## src/rtl/uart_tx.sv

```systemverilog
// uart_tx: LSB-first UART serialiser fed by a valid/ready byte handshake.
// Define UART_TX_PARITY_EN to insert a parity bit (sense set by PARITY_ODD).
module uart_tx #(
  parameter int unsigned CLKS_PER_BIT = 434,
  parameter int unsigned DATA_BITS    = 8,
  parameter int unsigned STOP_BITS    = 1,
  parameter int unsigned PARITY_ODD   = 0
) (
  input  logic                 clk,
  input  logic                 reset,
  input  logic                 tx_valid,
  input  logic [DATA_BITS-1:0] tx_data,
  output logic                 tx_ready,
  output logic                 tx,
  output logic                 tx_busy,
  output logic                 tx_done
);

  localparam int unsigned CNT_W = $clog2(CLKS_PER_BIT);
  localparam int unsigned IDX_W = $clog2(DATA_BITS);
  localparam logic [CNT_W-1:0] CNT_LAST  = CNT_W'(CLKS_PER_BIT - 1);
  localparam logic [IDX_W-1:0] DATA_LAST = IDX_W'(DATA_BITS - 1);
  localparam logic [IDX_W-1:0] STOP_LAST = IDX_W'(STOP_BITS - 1);

  if (CLKS_PER_BIT < 2 || DATA_BITS < 5 || DATA_BITS > 8 ||
      STOP_BITS < 1 || STOP_BITS > 2 || PARITY_ODD > 1) begin : g_bad_param
    $error("uart_tx: illegal parameter value");
  end

  typedef enum logic [2:0] {
    S_IDLE   = 3'd0,
    S_START  = 3'd1,
    S_DATA   = 3'd2,
    S_PARITY = 3'd3,
    S_STOP   = 3'd4
  } state_t;

  state_t               r_state;
  logic [CNT_W-1:0]     r_cnt;
  logic [IDX_W-1:0]     r_idx;
  logic [DATA_BITS-1:0] r_shift;
  logic                 r_tx;
  logic                 r_ready;
  logic                 r_busy;
  logic                 r_done;
`ifdef UART_TX_PARITY_EN
  logic                 r_parity;
`endif

  logic w_accept;
  logic w_bit_end;

  assign w_accept  = tx_valid & r_ready;
  assign w_bit_end = (r_cnt == CNT_LAST);

  // r_idx counts data bits in DATA and stop bits in STOP; r_shift drains LSB first.
  always_ff @(posedge clk) begin
    if (reset) begin
      r_state  <= S_IDLE;
      r_cnt    <= '0;
      r_idx    <= '0;
      r_shift  <= '0;
      r_tx     <= 1'b1;
      r_ready  <= 1'b1;
      r_busy   <= 1'b0;
      r_done   <= 1'b0;
`ifdef UART_TX_PARITY_EN
      r_parity <= 1'b0;
`endif
    end else begin
      r_done <= 1'b0;
      if (r_state != S_IDLE) begin
        r_cnt <= w_bit_end ? '0 : r_cnt + CNT_W'(1);
      end
      case (r_state)
        S_IDLE: begin
          if (w_accept) begin
            r_state  <= S_START;
            r_shift  <= tx_data;
            r_cnt    <= '0;
            r_idx    <= '0;
            r_tx     <= 1'b0;
            r_ready  <= 1'b0;
            r_busy   <= 1'b1;
`ifdef UART_TX_PARITY_EN
            r_parity <= (^tx_data) ^ 1'(PARITY_ODD);
`endif
          end
        end
        S_START: begin
          if (w_bit_end) begin
            r_state <= S_DATA;
            r_tx    <= r_shift[0];
            r_shift <= {1'b0, r_shift[DATA_BITS-1:1]};
          end
        end
        S_DATA: begin
          if (w_bit_end) begin
            if (r_idx == DATA_LAST) begin
              r_idx   <= '0;
`ifdef UART_TX_PARITY_EN
              r_state <= S_PARITY;
              r_tx    <= r_parity;
`else
              r_state <= S_STOP;
              r_tx    <= 1'b1;
`endif
            end else begin
              r_idx   <= r_idx + IDX_W'(1);
              r_tx    <= r_shift[0];
              r_shift <= {1'b0, r_shift[DATA_BITS-1:1]};
            end
          end
        end
`ifdef UART_TX_PARITY_EN
        S_PARITY: begin
          if (w_bit_end) begin
            r_state <= S_STOP;
            r_tx    <= 1'b1;
          end
        end
`endif
        S_STOP: begin
          if (w_bit_end) begin
            if (r_idx == STOP_LAST) begin
              r_state <= S_IDLE;
              r_idx   <= '0;
              r_ready <= 1'b1;
              r_busy  <= 1'b0;
              r_done  <= 1'b1;
            end else begin
              r_idx <= r_idx + IDX_W'(1);
            end
          end
        end
        default: begin
          r_state <= S_IDLE;
          r_cnt   <= '0;
          r_idx   <= '0;
          r_tx    <= 1'b1;
          r_ready <= 1'b1;
          r_busy  <= 1'b0;
        end
      endcase
    end
  end

  assign tx       = r_tx;
  assign tx_ready = r_ready;
  assign tx_busy  = r_busy;
  assign tx_done  = r_done;

endmodule

```

## config.mk

```make
export PLATFORM = sky130hd
export DESIGN_NAME = uart_tx
export DESIGN_NICKNAME = d
export VERILOG_FILES = /design/src/rtl/uart_tx.sv
export SDC_FILE = /design/constraint.sdc
export NUM_CORES = 1
export LEC_CHECK = 0
export ABC_AREA = 1
export CAP_MARGIN = 0
export CORE_AREA = 4 4 68 70
export DETAILED_ROUTE_END_ITERATION = 10
export DIE_AREA = 0 0 72 74
export PLACE_DENSITY_LB_ADDON = 0.25
export SYNTH_ARGS = -nofsm -noshare
export SYNTH_HDL_FRONTEND = slang
export SYNTH_SLANG_ARGS = --single-unit
```

## constraint.sdc

```tcl
create_clock -name clk -period 3.2 [get_ports clk]
set_input_delay 0.64 -clock clk [delete_from_list [all_inputs] [get_ports clk]]
set_output_delay 0.64 -clock clk [all_outputs]
set_load 0.005 [all_outputs]
```

==> impl_metrics.yaml, run 1 <==
synthesis:
  synth_top_area_share_pct: 34.1
  post_synth_instance_area_um2: 1580
  yosysTopAreaCell: "dfxtp_1"
  synth_area_per_cell_um2: 6.86
  ys_warn_count: 0
  syn_inst: 231
  synth_nets: 247
  seq_area_frac_synth_pct: 34.1
  ys_types: 27
  synth_seq_cells: 27
  synth_top_cells_by_area: "dfxtp_1 (34%), nand2_1 (17%), nor2_1 (7.6%)"
clock_network:
  numClockSinks: 27
  tritoncts: "yes"
  htree_num_levels: 1
  clk_latency_ns: 0.28
  post-cts-setup-buffers: 0
  root_buffer: "clkbuf_8"
  cts-buffers-inserted: 3
  cts_hold_buf: 0
  path_clk_slew_ns: 0.09
  clk_path_buf_depth: 2
  cts.repair.resized: 0
floorplan:
  core_area_um2: 3970
  die_w_um: 72
  die_h_um: 74
  io_pins: 15
  initial_core_util_pct: 39.9
  dieArea_um2: 5330
  num_rows: 23
setup_path:
  crit_path_start_kind: "flop"
  end_kind: "primary output"
  crit_type: "reg2out"
  max_stage_delay_ns: 0.51
  r2r-start: "r_state[2]$_SDFFE_PP0P_"
  crit_path_top_delay_cell: "clkdlybuf4s50_1"
  cp_max_fo: 3
  crit_chain: "clkdlybuf4s50_1"
  critPathBufInv: 1
  arrival_ns: 1.15
  critPathTopFamily: "buffers and inverters"
  r2r_end: "r_shift[2]$_SDFFE_PP0P_"
  r2r_slack_ns: 1.48
  rr_worst_depth: 8
  cp_data_required_time_ns: 2.56
  critPathLaunch: "tx_ready$_SDFFE_PP1P_"
route:
  drtAntennaViolNets: 0
  viasPerCell: 4.80
  drt_iter0_drc: 78
  drcViolationCount: 0
  routedWlPerCell_um: 10.4
  dr.pass1.iters: 4
  drt-total-wl_um: 3040
  vias: 1411
layout:
  utilization_pct: 45.1
  areaGrowthSynthToFinish_pct: 13.2
  nets: 261
  drive_above_1_share_pct: 13.1
  ff_latch_area_um2: 541
  antenna_cells: 0
  instances_no_fill: 294
  n_fill_cell: 417
  multi_input_area_um2: 900
pwr:
  leakage_nw: 0.792
  vdd_drop_max_mv: 0.268
  power_density_nw_per_um2: 793
flow_run:
  maxCapViolCount: 0
sta:
  fin_crit_ns: 1.79
  timing.slew.headroom_pct: 72.8
  period_share_pct: 55.8
  setup_viol_count_final: 0
  finalClockSkew_ns: 0.00499
  rsz0062_at_grt: "false"
  tightest_slew_ns: 0.408
  finalMaxSlewViolations: 0
  whs_ns: 0.464
  fmax_ghz: 0.560
  hold_viol: 0
  fin_tns_setup_ns: 0
global_route:
  grt_overflow_total: 0
  grt_antenna_before_repair: 0
  grt_start_max_net_pins: 17
  groute.usage.overall_pct: 12.7
  grt_pass1_vias: 1284
  grt_pass1_wl_um: 5440
placement:
  post-dp-hpwl_um: 2190
  portBuffers: 14
  dp_cells: 290
  routabilityCongestion: 0.775
hold_path:
  min_from: "tx_busy$_SDFFE_PP0P_"
  holdPathEnd: "tx_busy$_SDFFE_PP0P_"
  min_path_type: "reg2reg"
  holdPathStages: 2
run_status:
  status: "completed"
## layout by cell type (no fill, tap or decap)
| cell type | netlist | layout |
|---|---|---|
| nand2_1 | 71 | 71 |
| nor2_1 | 32 | 32 |
| dfxtp_1 | 27 | 27 |
| inv_1 | 22 | 22 |
| nand3_1 | 20 | 20 |
| clkdlybuf4s50_1 | 0 | 14 |
| a21oi_1 | 8 | 8 |
| inv_2 | 5 | 5 |
| nand2_2 | 5 | 5 |
| ha_1 | 5 | 5 |
| nand4_1 | 4 | 4 |
| nand3_2 | 3 | 3 |
| nand3_4 | 3 | 3 |
| nor2_2 | 3 | 3 |
| a21oi_2 | 3 | 3 |
| nor3_2 | 3 | 3 |
| clkbuf_8 | 0 | 3 |
| o21ai_0 | 2 | 2 |
| nor2_4 | 2 | 2 |
| xor2_1 | 2 | 2 |
| nand2_4 | 1 | 1 |
| xnor2_1 | 1 | 1 |
| o21ai_1 | 1 | 1 |
| o21bai_1 | 1 | 1 |
| nor4_1 | 1 | 1 |
| nand3b_1 | 1 | 1 |
| clkinvlp_4 | 0 | 1 |
## synth_stat cells (all sizes together)
library cell   n
buf            5
o21ai          3
nor2          37
nor3           3
nand2         77
nor4           1
dfxtp         27
ha             5
o21bai         1
nand4          4
xnor2          1
a21oi         11
nand3b         1
nand3         26
inv           27
xor2           2
## per-layer routing
| layer | global-route usage [%] | vias up | wire length (um) |
|---|---|---|---|
| met1 | 16.1 | 633 | 1550 |
| met4 | 5.64 | 0 | 48 |
| met2 | 21.4 | 17 | 1370 |
| met5 | 0 | - | 0 |
| met3 | 2.03 | 4 | 81 |
| li1 | - | 757 | - |
## through the flow
step / power [mW] / worst slack (ns) / cell area (um^2)
final: 1.42 / 1.41 / 1790
after global routing: 1.57 / 1.28 / 1790
after CTS: 1.44 / 1.40 / 1790
after detailed placement: 1.23 / 1.19 / 1740
after global placement: 1.23 / 1.23 / 1740
after floorplan: 1.12 / 1.66 / 1580
## worst max path at each step
stage	end	slack [ns]	cells after the start
floorplan	r_shift[7]$_SDFFE_PP0P_	1.66	9
global placement	r_idx[2]$_SDFFE_PP0P_	1.23	8
detailed placement	r_idx[2]$_SDFFE_PP0P_	1.19	8
CTS	tx_ready	1.40	1
global route	r_shift[2]$_SDFFE_PP0P_	1.28	8
finish	tx_ready	1.41	1
## area by class of cell
class,instances,area share [%]
clock buffer,3,2.30
clock inverter,1,0.419
inverter,27,5.65
multi-input combinational,172,50.2
sequential,27,30.1
tap,50,3.49
timing repair buffer,14,7.82
## sequential cells by signal, summed over array words and instances, names as in the netlist
signal,count
r_state,3
r_cnt,9
tx_busy,1
tx_done,1
r_idx,3
tx,1
tx_ready,1
r_shift,8
## power by group
group / internal (mW) / switching [mW]
clock network: 0.0886 / 0.114
logic: 0.262 / 0.473
registers: 0.419 / 0.0652
## cell families after synthesis
family / share of synthesized area (%)
fa+ha+maj: 3.95
compound gates: 5.61
flops: 34.1
simple gates: 45.6
buf+inv: 9.08
xor+xnor: 1.66
Note: power is estimated with default switching activity, not from simulation.
==> run 2: changes to the inputs <==
- clock period: 3.2 -> 1.63 ns (I/O delays scaled with it)
==> impl_metrics.yaml, run 2 (same netlist as run 1, synthesis figures left out) <==
floorplan:
  dieArea_um2: 5330
  die_w_um: 72
  core_area_um2: 3970
  die_h_um: 74
  initial_core_util_pct: 39.9
  io_pins: 15
  num_rows: 23
layout:
  antenna_cells: 0
  n_fill_cell: 418
  largestRegisters: "r_cnt x9, r_shift x8"
  ff_latch_area_um2: 542
  areaGrowthSynthToFinish_pct: 21.6
  nets: 273
  final_common_cell: "nand2_1"
  multi_input_area_um2: 936
  top_register: "r_cnt"
  drive_above_1_share_pct: 18.0
  largest_register_ff_count: 9
  final_cell_mix: "nand2_1 (71), nor2_1 (32), dfxtp_1 (26)"
setup_path:
  crit_path_top_delay_cell: "dfxtp_1"
  cp_max_fo: 8
  crit_path_start_kind: "flop"
  end_kind: "flop"
  crit_type: "reg2reg"
  arrival_ns: 1.68
  path_common_cell: "ha_1"
  cp_data_required_time_ns: 1.81
  crit_chain: "ha_1 -> ha_1 -> inv_1 -> nand2_1 -> a21oi_4 -> nand3_4 -> o21bai_1 -> nor2_1"
  max_stage_delay_ns: 0.33
pwr:
  switchingPower_mw: 1.35
  p_seq_share_pct: 31.5
  internal-power_mw: 1.65
  vdd_drop_max_mv: 0.613
  power_frac_clock_pct: 13.0
  switching_share_pct: 45.0
  leakage_nw: 0.861
  power_density_nw_per_um2: 1560
  finalPower_mw: 3.00
  combPwrFrac_pct: 55.5
global_route:
  grt_pass1_wl_um: 5470
  use_met2_pct: 21.0
  grtUsageMet1_pct: 17.1
  grt_overflow_total: 0
  grt_pass1_vias: 1266
  grt_start_max_net_pins: 17
  met3_usage_pct: 3.24
  grt_antenna_before_repair: 0
  groute.usage.overall_pct: 12.8
  busiest_layer: "met2"
route:
  viasPerCell: 4.57
  routedWlPerCell_um: 10.4
  dr.pass1.iters: 4
  vias: 1398
  drtAntennaViolNets: 0
  drcViolationCount: 0
  drt-total-wl_um: 3190
  drt_iter0_drc: 81
sta:
  period_share_pct: 91.7
  fin_crit_ns: 1.49
  finalMaxSlewViolations: 0
  hold_viol: 0
  rsz0062_at_grt: "true"
  fmax_ghz: 0.669
  timing.slew.headroom_pct: 77.8
  whs_ns: 0.464
  setup_viol_count_final: 0
  tightest_slew_ns: 0.332
  finalClockSkew_ns: 0.0104
clock_network:
  cts-buffers-inserted: 3
  numClockSinks: 27
  tritoncts: "yes"
  clk_path_buf_depth: 2
  root_buffer: "clkbuf_8"
  path_clk_slew_ns: 0.10
  clk_latency_ns: 0.28
  htree_num_levels: 1
run_status:
  status: "completed"
placement:
  post-dp-hpwl_um: 2310
  routabilityCongestion: 0.796
  portBuffers: 14
hold_path:
  min_path_type: "reg2reg"
flow_run:
  maxCapViolCount: 0
[run 2: path summary, 6_finish.rpt]
kind	from	end	slack, ns	cells past startpoint
max	r_idx[0]$_SDFFE_PP0P_	r_shift[7]$_SDFFE_PP0P_	0.14	8
min	tx_busy$_SDFFE_PP0P_	tx_busy$_SDFFE_PP0P_	0.46	2
max reg2reg	r_idx[0]$_SDFFE_PP0P_	r_shift[7]$_SDFFE_PP0P_	0.14	8
min reg2reg	tx_busy$_SDFFE_PP0P_	tx_busy$_SDFFE_PP0P_	0.46	2
[run 2: per-stage QoR]
step / instance area, um^2 / setup WS, ns / util, % / std cells / setup TNS [ns]
final: 1930 / 0.135 / 48.5 / 306 / 0
after floorplan: 1580 / 0.0854 / - / 231 / 0
after global routing: 1930 / -0.0121 / 48.5 / 306 / -0.0121
after CTS: 1890 / 0.0767 / 47.6 / 305 / 0
after detailed placement: 1840 / 0.00415 / 46.3 / 301 / 0
after global placement: 1840 / 0.00925 / 46.3 / 301 / 0
[run 2: metal layers]
| layer | vias up | share of wire (%) |
|---|---|---|
| met5 | - | 0 |
| met4 | 0 | 0.75 |
| met3 | 2 | 2.2 |
| met2 | 8 | 46 |
| met1 | 610 | 51 |
| li1 | 778 | - |
[run 2: cell type report]
| cell class | count | share of cell area, % |
|---|---|---|
| multi-input combinational | 173 | 48.6 |
| sequential | 27 | 28.1 |
| timing repair buffer | 25 | 12.2 |
| inverter | 27 | 5.26 |
| tap | 50 | 3.25 |
| clock buffer | 3 | 2.14 |
| clock inverter | 1 | 0.390 |
[run 2: power groups by stage]
stage | Combinational [mW] | Sequential (mW) | Clock [mW]
after global placement | 1.57 | 0.951 | 0
final | 1.67 | 0.944 | 0.390
after detailed placement | 1.59 | 0.953 | 0
after global routing | 1.92 | 0.968 | 0.435
after CTS | 1.60 | 0.939 | 0.413
after floorplan | 1.25 | 0.944 | 0
[run 2: critical path: cells and delay by family (launching register included)]
family | cells | cell delay [ns]
simple gates | 3 | 0.28
buf+inv | 1 | 0.07
compound gates | 2 | 0.36
fa+ha+maj | 2 | 0.36
flops | 1 | 0.33
[run 2: repair_timing]
item / 4_1_cts / 5_1_grt
gates resized for setup: 1 / 4
cloned: 0 / 1
pin swaps: 0 / 1
endpoints found under the setup margin: 1 / 7
hold buffers: 0 / 0
buffers inserted: 0 / 0
